`config.mk`:
```
export PLATFORM = sky130hd
export DESIGN_NAME = vx_block_dispatch_ctrl_flat
export DESIGN_NICKNAME = d
export VERILOG_FILES = /design/src/rtl/vx_dispatch_pkg.sv /design/src/rtl/vx_block_dispatch_ctrl_if.sv /design/src/rtl/vx_core_group_alloc.sv /design/src/rtl/vx_block_dispatch_ctrl.sv /design/src/flat_wrapper.sv
export SDC_FILE = /design/constraint.sdc
export NUM_CORES = 1
export LEC_CHECK = 0
export CORE_UTILIZATION = 30
export CTS_BUF_LIST = sky130_fd_sc_hd__clkbuf_4 sky130_fd_sc_hd__clkbuf_8
export DETAILED_ROUTE_END_ITERATION = 12
export PLACE_DENSITY = 0.56
export SLEW_MARGIN = 20
export SYNTH_ARGS = -nofsm -noshare
export SYNTH_HDL_FRONTEND = slang
export SYNTH_SLANG_ARGS = --single-unit
```
`constraint.sdc`:
```
create_clock -name clk -period 2.9 [get_ports clk]
set_input_delay 0.29 -clock clk [delete_from_list [all_inputs] [get_ports clk]]
set_output_delay 0.29 -clock clk [all_outputs]
set_load 0.05 [all_outputs]
```
`src/rtl/vx_dispatch_pkg.sv`:
```
// Shared types for the block-dispatch controller: FSM states, per-core owner
// entry and the group-size round-up helper.
package vx_dispatch_pkg;

    // Owner field is sized for the widest supported block id; narrower ids zero-extend.
    localparam int unsigned VX_NB_WIDTH     = 4;
    localparam int unsigned VX_MAX_NB_WIDTH = 16;

    typedef enum logic [2:0] {
        S_IDLE,
        S_ALLOC,
        S_ISSUE,
        S_DRAIN,
        S_DONE
    } state_e;

    typedef struct packed {
        logic                       free;
        logic [VX_MAX_NB_WIDTH-1:0] owner;
    } owner_entry_t;

    function automatic int unsigned pow2_roundup(input int unsigned v);
        int unsigned p;
        p = 1;
        for (int unsigned i = 0; i < 31; i++) begin
            if (p < v) p = p << 1;
        end
        return p;
    endfunction

endpackage

```
`src/rtl/vx_block_dispatch_ctrl_if.sv`:
```
// Block-dispatch bus: request channel from the scheduler plus the completion broadcast.
interface vx_block_dispatch_ctrl_if #(
    parameter int unsigned NB_WIDTH = 4,
    parameter int unsigned NC_WIDTH = 2
) ();

    logic                req_valid;
    logic                req_ready;
    logic [NB_WIDTH-1:0] req_id;
    logic [NC_WIDTH-1:0] req_size_m1;
    logic [NC_WIDTH-1:0] req_core_id;
    logic                rsp_valid;
    logic [NB_WIDTH-1:0] rsp_id;

    modport master (
        output req_valid, req_id, req_size_m1, req_core_id,
        input  req_ready, rsp_valid, rsp_id
    );

    modport slave (
        input  req_valid, req_id, req_size_m1, req_core_id,
        output req_ready, rsp_valid, rsp_id
    );

endinterface

```
`src/rtl/vx_core_group_alloc.sv`:
```
// Combinational allocator: finds the lowest G-aligned group of G free cores.
module vx_core_group_alloc #(
    parameter  int unsigned NUM_CORES = 4,
    localparam int unsigned NC_WIDTH  = $clog2(NUM_CORES)
) (
    input  logic [NUM_CORES-1:0] free_i,
    input  logic [NC_WIDTH:0]    gsize_i,
    output logic                 found_o,
    output logic [NC_WIDTH-1:0]  base_o
);

    int unsigned g;
    logic        grp_ok;

    always_comb begin
        found_o = 1'b0;
        base_o  = '0;
        g       = 32'(gsize_i);
        grp_ok  = 1'b0;
        for (int unsigned b = 0; b < NUM_CORES; b++) begin
            grp_ok = ((b & (g - 1)) == 0) && (b + g <= NUM_CORES);
            for (int unsigned k = 0; k < NUM_CORES; k++) begin
                if (k >= b && k < b + g && !free_i[k]) grp_ok = 1'b0;
            end
            if (grp_ok && !found_o) begin
                found_o = 1'b1;
                base_o  = NC_WIDTH'(b);
            end
        end
    end

endmodule

```
`src/rtl/vx_block_dispatch_ctrl.sv`:
```
// Kernel-launch scheduler: walks block ids, allocates aligned core groups,
// issues dispatch requests and retires blocks on completion broadcasts.
module vx_block_dispatch_ctrl
    import vx_dispatch_pkg::*;
#(
    parameter  int unsigned NUM_CORES = 4,
    parameter  int unsigned NB_WIDTH  = VX_NB_WIDTH,
    localparam int unsigned NC_WIDTH  = $clog2(NUM_CORES)
) (
    input  logic                    clk,
    input  logic                    reset,
    input  logic                    start,
    input  logic [NB_WIDTH:0]       start_num_blocks,
    input  logic [NC_WIDTH-1:0]     start_size_m1,
    output logic                    busy,
    output logic                    done,
    vx_block_dispatch_ctrl_if.master bus
);

    state_e              state_q, state_d;
    logic [NB_WIDTH:0]   num_q, num_d;
    logic [NB_WIDTH:0]   next_id_q, next_id_d;
    logic [NB_WIDTH:0]   next_id_inc;
    logic [NC_WIDTH-1:0] size_q, size_d;
    logic [NC_WIDTH:0]   gsize_q, gsize_d;
    logic [NB_WIDTH-1:0] req_id_q, req_id_d;
    logic [NC_WIDTH-1:0] req_core_q, req_core_d;
    logic [NC_WIDTH-1:0] req_size_q, req_size_d;
    owner_entry_t        tbl_q [NUM_CORES];
    owner_entry_t        tbl_d [NUM_CORES];

    logic [NUM_CORES-1:0] free_mask;
    logic                 alloc_found;
    logic [NC_WIDTH-1:0]  alloc_base;
    logic                 handshake;
    int unsigned          grp_lo, grp_hi;

    always_comb begin
        free_mask = '0;
        for (int unsigned c = 0; c < NUM_CORES; c++) begin
            free_mask[c] = tbl_q[c].free;
        end
    end

    vx_core_group_alloc #(
        .NUM_CORES (NUM_CORES)
    ) u_alloc (
        .free_i  (free_mask),
        .gsize_i (gsize_q),
        .found_o (alloc_found),
        .base_o  (alloc_base)
    );

    assign bus.req_valid   = (state_q == S_ISSUE);
    assign bus.req_id      = req_id_q;
    assign bus.req_core_id = req_core_q;
    assign bus.req_size_m1 = req_size_q;
    assign busy            = (state_q != S_IDLE);
    assign done            = (state_q == S_DONE);
    assign handshake       = bus.req_valid && bus.req_ready;
    assign next_id_inc     = next_id_q + (NB_WIDTH+1)'(1);

    always_comb begin
        state_d    = state_q;
        num_d      = num_q;
        next_id_d  = next_id_q;
        size_d     = size_q;
        gsize_d    = gsize_q;
        req_id_d   = req_id_q;
        req_core_d = req_core_q;
        req_size_d = req_size_q;
        case (state_q)
            S_IDLE: begin
                if (start) begin
                    num_d     = start_num_blocks;
                    size_d    = start_size_m1;
                    gsize_d   = (NC_WIDTH+1)'(pow2_roundup(32'(start_size_m1) + 32'd1));
                    next_id_d = '0;
                    // An empty launch passes through the (already empty) DRAIN so done
                    // lands two cycles after start, matching request latency.
                    state_d   = (start_num_blocks == '0) ? S_DRAIN : S_ALLOC;
                end
            end
            S_ALLOC: begin
                if (alloc_found) begin
                    req_id_d   = next_id_q[NB_WIDTH-1:0];
                    req_core_d = alloc_base;
                    req_size_d = size_q;
                    state_d    = S_ISSUE;
                end
            end
            S_ISSUE: begin
                if (bus.req_ready) begin
                    next_id_d = next_id_inc;
                    state_d   = (next_id_inc == num_q) ? S_DRAIN : S_ALLOC;
                end
            end
            S_DRAIN: begin
                if (&free_mask) state_d = S_DONE;
            end
            S_DONE:  state_d = S_IDLE;
            default: state_d = S_IDLE;
        endcase
    end

    // Handshake group and completing group are disjoint; handshake wins only for clarity.
    always_comb begin
        grp_lo = 32'(req_core_q);
        grp_hi = grp_lo + 32'(gsize_q);
        for (int unsigned c = 0; c < NUM_CORES; c++) begin
            tbl_d[c] = tbl_q[c];
            if (handshake && c >= grp_lo && c < grp_hi) begin
                tbl_d[c].free  = 1'b0;
                tbl_d[c].owner = VX_MAX_NB_WIDTH'(req_id_q);
            end else if (bus.rsp_valid && !tbl_q[c].free &&
                         tbl_q[c].owner == VX_MAX_NB_WIDTH'(bus.rsp_id)) begin
                tbl_d[c].free = 1'b1;
            end
        end
    end

    always_ff @(posedge clk) begin
        if (reset) begin
            state_q    <= S_IDLE;
            num_q      <= '0;
            next_id_q  <= '0;
            size_q     <= '0;
            gsize_q    <= '0;
            req_id_q   <= '0;
            req_core_q <= '0;
            req_size_q <= '0;
            for (int unsigned c = 0; c < NUM_CORES; c++) begin
                tbl_q[c].free  <= 1'b1;
                tbl_q[c].owner <= '0;
            end
        end else begin
            state_q    <= state_d;
            num_q      <= num_d;
            next_id_q  <= next_id_d;
            size_q     <= size_d;
            gsize_q    <= gsize_d;
            req_id_q   <= req_id_d;
            req_core_q <= req_core_d;
            req_size_q <= req_size_d;
            for (int unsigned c = 0; c < NUM_CORES; c++) begin
                tbl_q[c] <= tbl_d[c];
            end
        end
    end

endmodule

```
`src/flat_wrapper.sv`:
```
// flat-port wrapper written by rule: the top's interface ports become plain ports
module vx_block_dispatch_ctrl_flat import vx_dispatch_pkg::*;
#(
    parameter  int unsigned NUM_CORES = 4,
    parameter  int unsigned NB_WIDTH  = VX_NB_WIDTH,
    localparam int unsigned NC_WIDTH  = $clog2(NUM_CORES)
)
  (clk, reset, start, start_num_blocks, start_size_m1, busy, done, bus_req_valid, bus_req_id, bus_req_size_m1, bus_req_core_id, bus_req_ready, bus_rsp_valid, bus_rsp_id);
  vx_block_dispatch_ctrl_if #(.NB_WIDTH(NB_WIDTH), .NC_WIDTH((2))) bus_i ();
  input  logic clk;
  input  logic reset;
  input  logic start;
  input  logic [NB_WIDTH:0] start_num_blocks;
  input  logic [NC_WIDTH-1:0] start_size_m1;
  output logic busy;
  output logic done;
  output wire logic [$bits(bus_i.req_valid)-1:0] bus_req_valid;
  output wire logic [$bits(bus_i.req_id)-1:0] bus_req_id;
  output wire logic [$bits(bus_i.req_size_m1)-1:0] bus_req_size_m1;
  output wire logic [$bits(bus_i.req_core_id)-1:0] bus_req_core_id;
  input wire logic [$bits(bus_i.req_ready)-1:0] bus_req_ready;
  input wire logic [$bits(bus_i.rsp_valid)-1:0] bus_rsp_valid;
  input wire logic [$bits(bus_i.rsp_id)-1:0] bus_rsp_id;
  assign bus_req_valid = bus_i.req_valid;
  assign bus_req_id = bus_i.req_id;
  assign bus_req_size_m1 = bus_i.req_size_m1;
  assign bus_req_core_id = bus_i.req_core_id;
  assign bus_i.req_ready = bus_req_ready;
  assign bus_i.rsp_valid = bus_rsp_valid;
  assign bus_i.rsp_id = bus_rsp_id;
  vx_block_dispatch_ctrl #(.NUM_CORES(NUM_CORES), .NB_WIDTH(NB_WIDTH)) u_core (.clk(clk), .reset(reset), .start(start), .start_num_blocks(start_num_blocks), .start_size_m1(start_size_m1), .busy(busy), .done(done), .bus(bus_i));
endmodule
```
==> flow_metrics.tcl, run 1 <==
set metrics [dict create \
    die_h_um 93.97 \
    wirelength_um 5597 \
    syn_area_per_cell_sq_um 9.095 \
    period_share_pct 81.69 \
    antenna_found_initial 0 \
    r2r_slack_ns 0.53 \
    synth_top_area_cell "dfxtp_1" \
    power_frac_comb_pct 16.2 \
    synth_most_common_cell "dfxtp_1" \
    hp-class "reg -> reg" \
    slew-limit-headroom_pct 63.47 \
    die_w_um 93.97 \
    stdcell_area_sq_um 2972 \
    synth-edff-count 8 \
    syn_inst 279 \
    io_buffers 26 \
    synthToLayoutAreaGrowth_pct 17.11 \
    cts_made_buffers 5 \
    swShare_pct 26.37 \
    tightest_slew_ns 0.5479 \
    maxCapViolCount 0 \
    clkTransAtPathRegs_ns 0.09 \
    critPathCaptureType "register" \
    place.gp.congestion 0.8474 \
    drc 0 \
    crit_fanout 9 \
    cts_resized 0 \
    crit_required_ns 2.95 \
    synth_area_sq_um 2537 \
    rsz0062_at_grt "no" \
    arrival_ns 2.42 \
    p_sw_mw 0.3775 \
    cts.sinks 46 \
    dpl-instance-area_sq_um 2851 \
    antenna_left 0 \
    antenna_cells 0 \
    power_frac_clock_pct 34.9 \
    num_rows 33 \
    tritoncts "done" \
    finalSetupTns_ns 0 \
    status "completed" \
    nets 327 \
    drt_first_iter_violations 64 \
    drive_gt1_share_pct 8.027 \
    dieArea_sq_um 8829 \
    period_minus_slack_ns 2.369 \
    final.setup_skew_ns 0.009035 \
    max_freq_mhz 422.1 \
    initial_utilization_pct 30.88 \
    p_int_mw 1.054 \
    synth_area_leaders "dfxtp_1 (30%), edfxtp_1 (9.5%), ha_1 (5.9%), xor2_1 (5.5%), nand2_1 (4.3%)" \
    gr-total-overflow 0 \
    grt_start_max_net_pins 38 \
    holdCritStartpoint "u_core.size_q[1]" \
    irDropWorstVdd_mv 0.2846 \
    yosysUniqueCellTypes 47 \
    start_kind "register" \
    vias_per_cell 4.795 \
    yosysWarnings 0 \
    yosysTopAreaCellShare_pct 29.98 \
    drt-pass1-iter-count 4 \
    postCtsHoldBufs 0 \
    synth_common_cells "dfxtp_1 (38), nand2_1 (29), a21oi_1 (19)" \
    cts-root-buf "clkbuf_8" \
    p_per_area_nw_per_um2 481.8 \
    leakage_nw 1.113 \
    syn_nets 308 \
    setup_viol 0 \
    criticalPathCategory "reg -> reg" \
    yosysSeqAreaShare_pct 39.45 \
    clk_latency_ns 0.29 \
    h-tree-depth 2 \
    slew_viol_final 0 \
    ios 27 \
    yosys_register_bits 46 \
    hold_viol_final 0 \
    r2r-start "u_core.gsize_q[0]" \
    grt_pass1_wl_um 9232 \
    core_sq_um 8217 \
    grt_use_total_pct 13.55 \
    seq_power_share_pct 48.9 \
    cts_setup_buffers 0 \
    grt_pass1_vias 1856 \
    wl_per_cell_um 13.85 \
    synth_ff_type "dfxtp_1" \
    hpwlAfterDp_um 4195 \
    clockBufferDepth 2 \
    vias 1937 \
    crit_path_start "u_core.gsize_q[0]" \
    async_reset_ff_share_pct 0 \
]
==> per-stage QoR <==
step	power (mW)	setup WS [ns]	util (%)	instances	hold slack (ns)
after global placement	0.9464	0.6093	34.70	396	0.4455
after global routing	1.493	0.3067	36.17	404	0.4915
after CTS	1.443	0.5360	36.17	404	0.4661
final	1.432	0.5311	36.17	404	0.4635
after floorplan	0.8719	0.4073	-	279	0.4260
after detailed placement	0.9478	0.5419	34.70	396	0.4528
==> sequential cells by signal (all words and copies together) (netlist names) <==
register,cells
u_core.tbl_q,20
u_core.next_id_q,5
u_core.num_q,5
u_core.bus.req_id,4
u_core.gsize_q,3
u_core.state_q,3
u_core.bus.req_core_id,2
u_core.bus.req_size_m1,2
u_core.size_q,2
==> critical path, stage by stage (launching register included) <==
cell and delay [ns]:
dfxtp_1 0.50, ha_1 0.23, inv_1 0.05, fa_1 0.37, a211oi_1 0.22, mux2_2 0.21
nand2_1 0.06, and3_1 0.17, or2_2 0.32
==> logic make-up (layout without fill, tap and decap cells) <==
| family | after synthesis | after routing | synth area share, % |
|---|---|---|---|
| AOI/OAI and AO/OA | 56 | 56 | 14.50 |
| xor gates and xnor gates | 25 | 25 | 8.629 |
| adders and majority gates | 13 | 13 | 6.706 |
| DFF | 46 | 46 | 39.45 |
| buffers and inverters | 26 | 46 | 4.980 |
| muxes | 16 | 16 | 6.756 |
| and+or+nand+nor | 97 | 97 | 18.98 |
==> worst paths after layout <==
kind	to	cells after the start
min reg2reg	u_core.size_q[1]	2
max	u_core.tbl_q[0][20]	8
max reg2reg	u_core.tbl_q[0][20]	8
min	u_core.size_q[1]	2
==> layout by cell type, fill, tap and decap left out, drive strengths merged, types with 2 or more instances in the layout <==
| cell | n |
|---|---|
| a211oi | 4 |
| a21oi | 20 |
| a22oi | 2 |
| a31oi | 5 |
| and2 | 4 |
| and3 | 3 |
| clkbuf | 7 |
| clkdlybuf4s50 | 26 |
| dfxtp | 38 |
| edfxtp | 8 |
| ha | 12 |
| inv | 10 |
| mux2 | 9 |
| mux2i | 7 |
| nand2 | 29 |
| nand2b | 3 |
| nand3 | 4 |
| nand3b | 3 |
| nand4 | 2 |
| nor2 | 17 |
| nor2b | 17 |
| nor3 | 10 |
| o2111a | 2 |
| o2111ai | 2 |
| o21ai | 13 |
| or3 | 2 |
| xnor2 | 9 |
| xor2 | 16 |
==> power groups by stage <==
stage               Clock, mW  Sequential [mW]  Combinational (mW)
floorplan                   0            0.706               0.166
global placement            0            0.714               0.232
detailed placement          0            0.714               0.234
CTS                     0.509            0.699               0.235
global route            0.533            0.704               0.256
finish                  0.500            0.700               0.232
==> layer usage <==
layer / global-route usage (%) / vias up / routed length, um
met5: 0 / - / 0
met4: 3.077 / 0 / 16
met3: 2.184 / 2 / 103
met2: 23.54 / 22 / 2752
met1: 17.48 / 914 / 2726
li1: - / 999 / -
==> area by class of cell <==
class	count	area [sq um]
tap	105	131.4
sequential	46	1001
clock buffer	7	90.09
multi-input combinational	207	1410
inverter	11	41.29
timing repair buffer	27	267.8
clock inverter	1	30.03
fill	831	5245
Power figures use the tool's default switching activity.
==> inputs of run 2 (changes only) <==
--- a/config.mk
+++ b/config.mk
@@ -8,7 +8,7 @@
 export CORE_UTILIZATION = 30
 export CTS_BUF_LIST = sky130_fd_sc_hd__clkbuf_4 sky130_fd_sc_hd__clkbuf_8
 export DETAILED_ROUTE_END_ITERATION = 12
-export PLACE_DENSITY = 0.56
+export PLACE_DENSITY = 0.57
 export SLEW_MARGIN = 20
 export SYNTH_ARGS = -nofsm -noshare
 export SYNTH_HDL_FRONTEND = slang
==> constraint.sdc (replaced) <==
create_clock -name clk -period 2.15 [get_ports clk]
set_input_delay 0.215 -clock clk [delete_from_list [all_inputs] [get_ports clk]]
set_output_delay 0.215 -clock clk [all_outputs]
set_load 0.05 [all_outputs]
==> run 2 against run 1 <==
Maximum frequency grew 17%. Final area grew 4.0%. Register-to-register slack lost 0.40 ns. Clock skew grew 0.0015 ns. Critical path depth is the same. Clock-buffer cell count shrank 2. Routed wire length grew 2.5%. First-iteration DRC count shrank 3.1%. Flip-flop and latch count is the same. Sequential power grew 33%. Sequential share of layout area shrank 0.94 points. Hold slack gained 0.0068 ns. Largest cell class unchanged.
==> flow_metrics.tcl, run 2 (same netlist as run 1, synthesis figures left out) <==
set metrics [dict create \
    vias_per_cell 4.822 \
    antenna_left 0 \
    clockBufferDepth 2 \
    crit_fanout 4 \
    vias 2006 \
    die_w_um 93.97 \
    criticalPathCategory "reg -> reg" \
    synthToLayoutAreaGrowth_pct 21.84 \
    die_h_um 93.97 \
    final.fill_count 827 \
    h-tree-depth 2 \
    antenna_cells 0 \
    stdcell_area_sq_um 3092 \
    hold_ws_ns 0.4703 \
    final_cell_mix "dfxtp_1 (35), nand2_1 (29), clkdlybuf4s50_1 (23)" \
    leakage_nw 1.192 \
    tritoncts "done" \
    wl_per_cell_um 13.80 \
    io_buffers 26 \
    drc 0 \
    crit_buf_inv 1 \
    postCtsHoldBufs 0 \
    cp_top_family "adder cells" \
    clkTransAtPathRegs_ns 0.10 \
    max_stage_delay_ns 0.38 \
    fin_ws_ns 0.1304 \
    finalSetupTns_ns 0 \
    critPathCaptureType "register" \
    place.gp.congestion 0.8240 \
    registers.top_by_ff_count "u_core.tbl_q" \
    cp_slowest_cell "dfxtp_4" \
    clk_latency_ns 0.30 \
    core_sq_um 8217 \
    crit_chain "ha_4 > inv_1 > fa_1 > a211oi_1 > mux2_4 > nand2_1 > and3_1 > or2_4" \
    antenna_found_initial 0 \
    slew-limit-headroom_pct 63.29 \
    irDropWorstVdd_mv 0.3607 \
    max_freq_mhz 495.2 \
    drt_first_iter_violations 62 \
    top_regs "u_core.tbl_q: 20 flops, u_core.next_id_q: 5 flops, u_core.num_q: 5 flops" \
    grt_pass1_wl_um 9618 \
    gr-total-overflow 0 \
    hp-class "reg -> reg" \
    utilization_pct 37.63 \
    cts_made_buffers 5 \
    maxCapViolCount 0 \
    status "completed" \
    drt-pass1-iter-count 4 \
    rsz0062_at_grt "no" \
    start_kind "register" \
    largest_reg_flops 20 \
    p_per_area_nw_per_um2 633.5 \
    slew_viol_final 0 \
    ios 27 \
    dp_slack_ns 0.05734 \
    grt_use_total_pct 14.05 \
    dpl-instance-area_sq_um 2954 \
    drive_gt1_share_pct 14.15 \
    period_minus_slack_ns 2.020 \
    arrival_ns 2.09 \
    final.setup_skew_ns 0.01052 \
    setup_viol 0 \
    cts.sinks 46 \
    hold_viol_final 0 \
    hpwlAfterDp_um 4455 \
    grt_start_max_net_pins 20 \
    period_share_pct 93.93 \
    grt_pass1_vias 1966 \
    tightest_slew_ns 0.5490 \
    final_common_cell "dfxtp_1" \
    nets 339 \
    cts-root-buf "clkbuf_8" \
    crit_required_ns 2.22 \
    num_rows 33 \
    dieArea_sq_um 8829 \
    initial_utilization_pct 30.88 \
    wirelength_um 5739 \
]
run 2: cell count changes in the layout (fill, tap and decap cells not counted), moves of 3 or more:
cell | before | now
buf_4 | 1 | 15
clkdlybuf4s50_1 | 26 | 23
dfxtp_1 | 38 | 35
dfxtp_4 | 0 | 3
run 2: final timing paths:
kind                                  start                   to  slack (ns)  cells past startpoint
setup reg to reg  u_core.bus.req_core_id[0]  u_core.tbl_q[0][17]        0.13                      8
hold reg to reg            u_core.size_q[1]     u_core.size_q[1]        0.47                      2
setup / recovery  u_core.bus.req_core_id[0]  u_core.tbl_q[0][17]        0.13                      8
hold / removal             u_core.size_q[1]     u_core.size_q[1]        0.47                      2
run 2: worst reg2reg max path, cell delays in order, from the launching register on:
cell	delay (ns)
dfxtp_4	0.38
ha_4	0.13
inv_1	0.04
fa_1	0.37
a211oi_1	0.18
mux2_4	0.20
nand2_1	0.07
and3_1	0.18
or2_4	0.25
run 2: cell type report:
cell class | instances | area [sq um] | share of cell area [%]
tap | 105 | 131.4 | 4.249
timing repair buffer | 39 | 355.3 | 11.49
sequential | 46 | 1012 | 32.74
inverter | 11 | 41.29 | 1.335
multi-input combinational | 207 | 1434 | 46.38
clock inverter | 3 | 48.80 | 1.578
clock buffer | 5 | 68.82 | 2.226
run 2: metrics by stage:
stage | cells | power [mW]
final | 416 | 1.958
after global routing | 416 | 2.057
after CTS | 415 | 1.974
after detailed placement | 407 | 1.305
after global placement | 407 | 1.302
after floorplan | 279 | 1.176
run 2: where the power goes:
group / internal [mW] / leakage [nW] / switching, mW
registers: 0.903 / 0.393 / 0.0273
logic: 0.148 / 0.743 / 0.206
clock network: 0.354 / 0.0563 / 0.320
run 2: metal layers:
layer | vias to the layer above | global-route usage [%] | share of wire (%)
met5 | - | 0 | 0
met4 | 0 | 4.103 | 1.3
met3 | 6 | 2.508 | 2.3
met2 | 28 | 23.72 | 49
met1 | 945 | 18.16 | 47
li1 | 1027 | - | -
run 2: repair_timing:
| action | in CTS | in global routing |
|---|---|---|
| gates resized for setup | 0 | 6 |
| hold endpoints to repair | 0 | 0 |
| endpoints found under the setup margin | 0 | 14 |
| setup buffers | 0 | 1 |
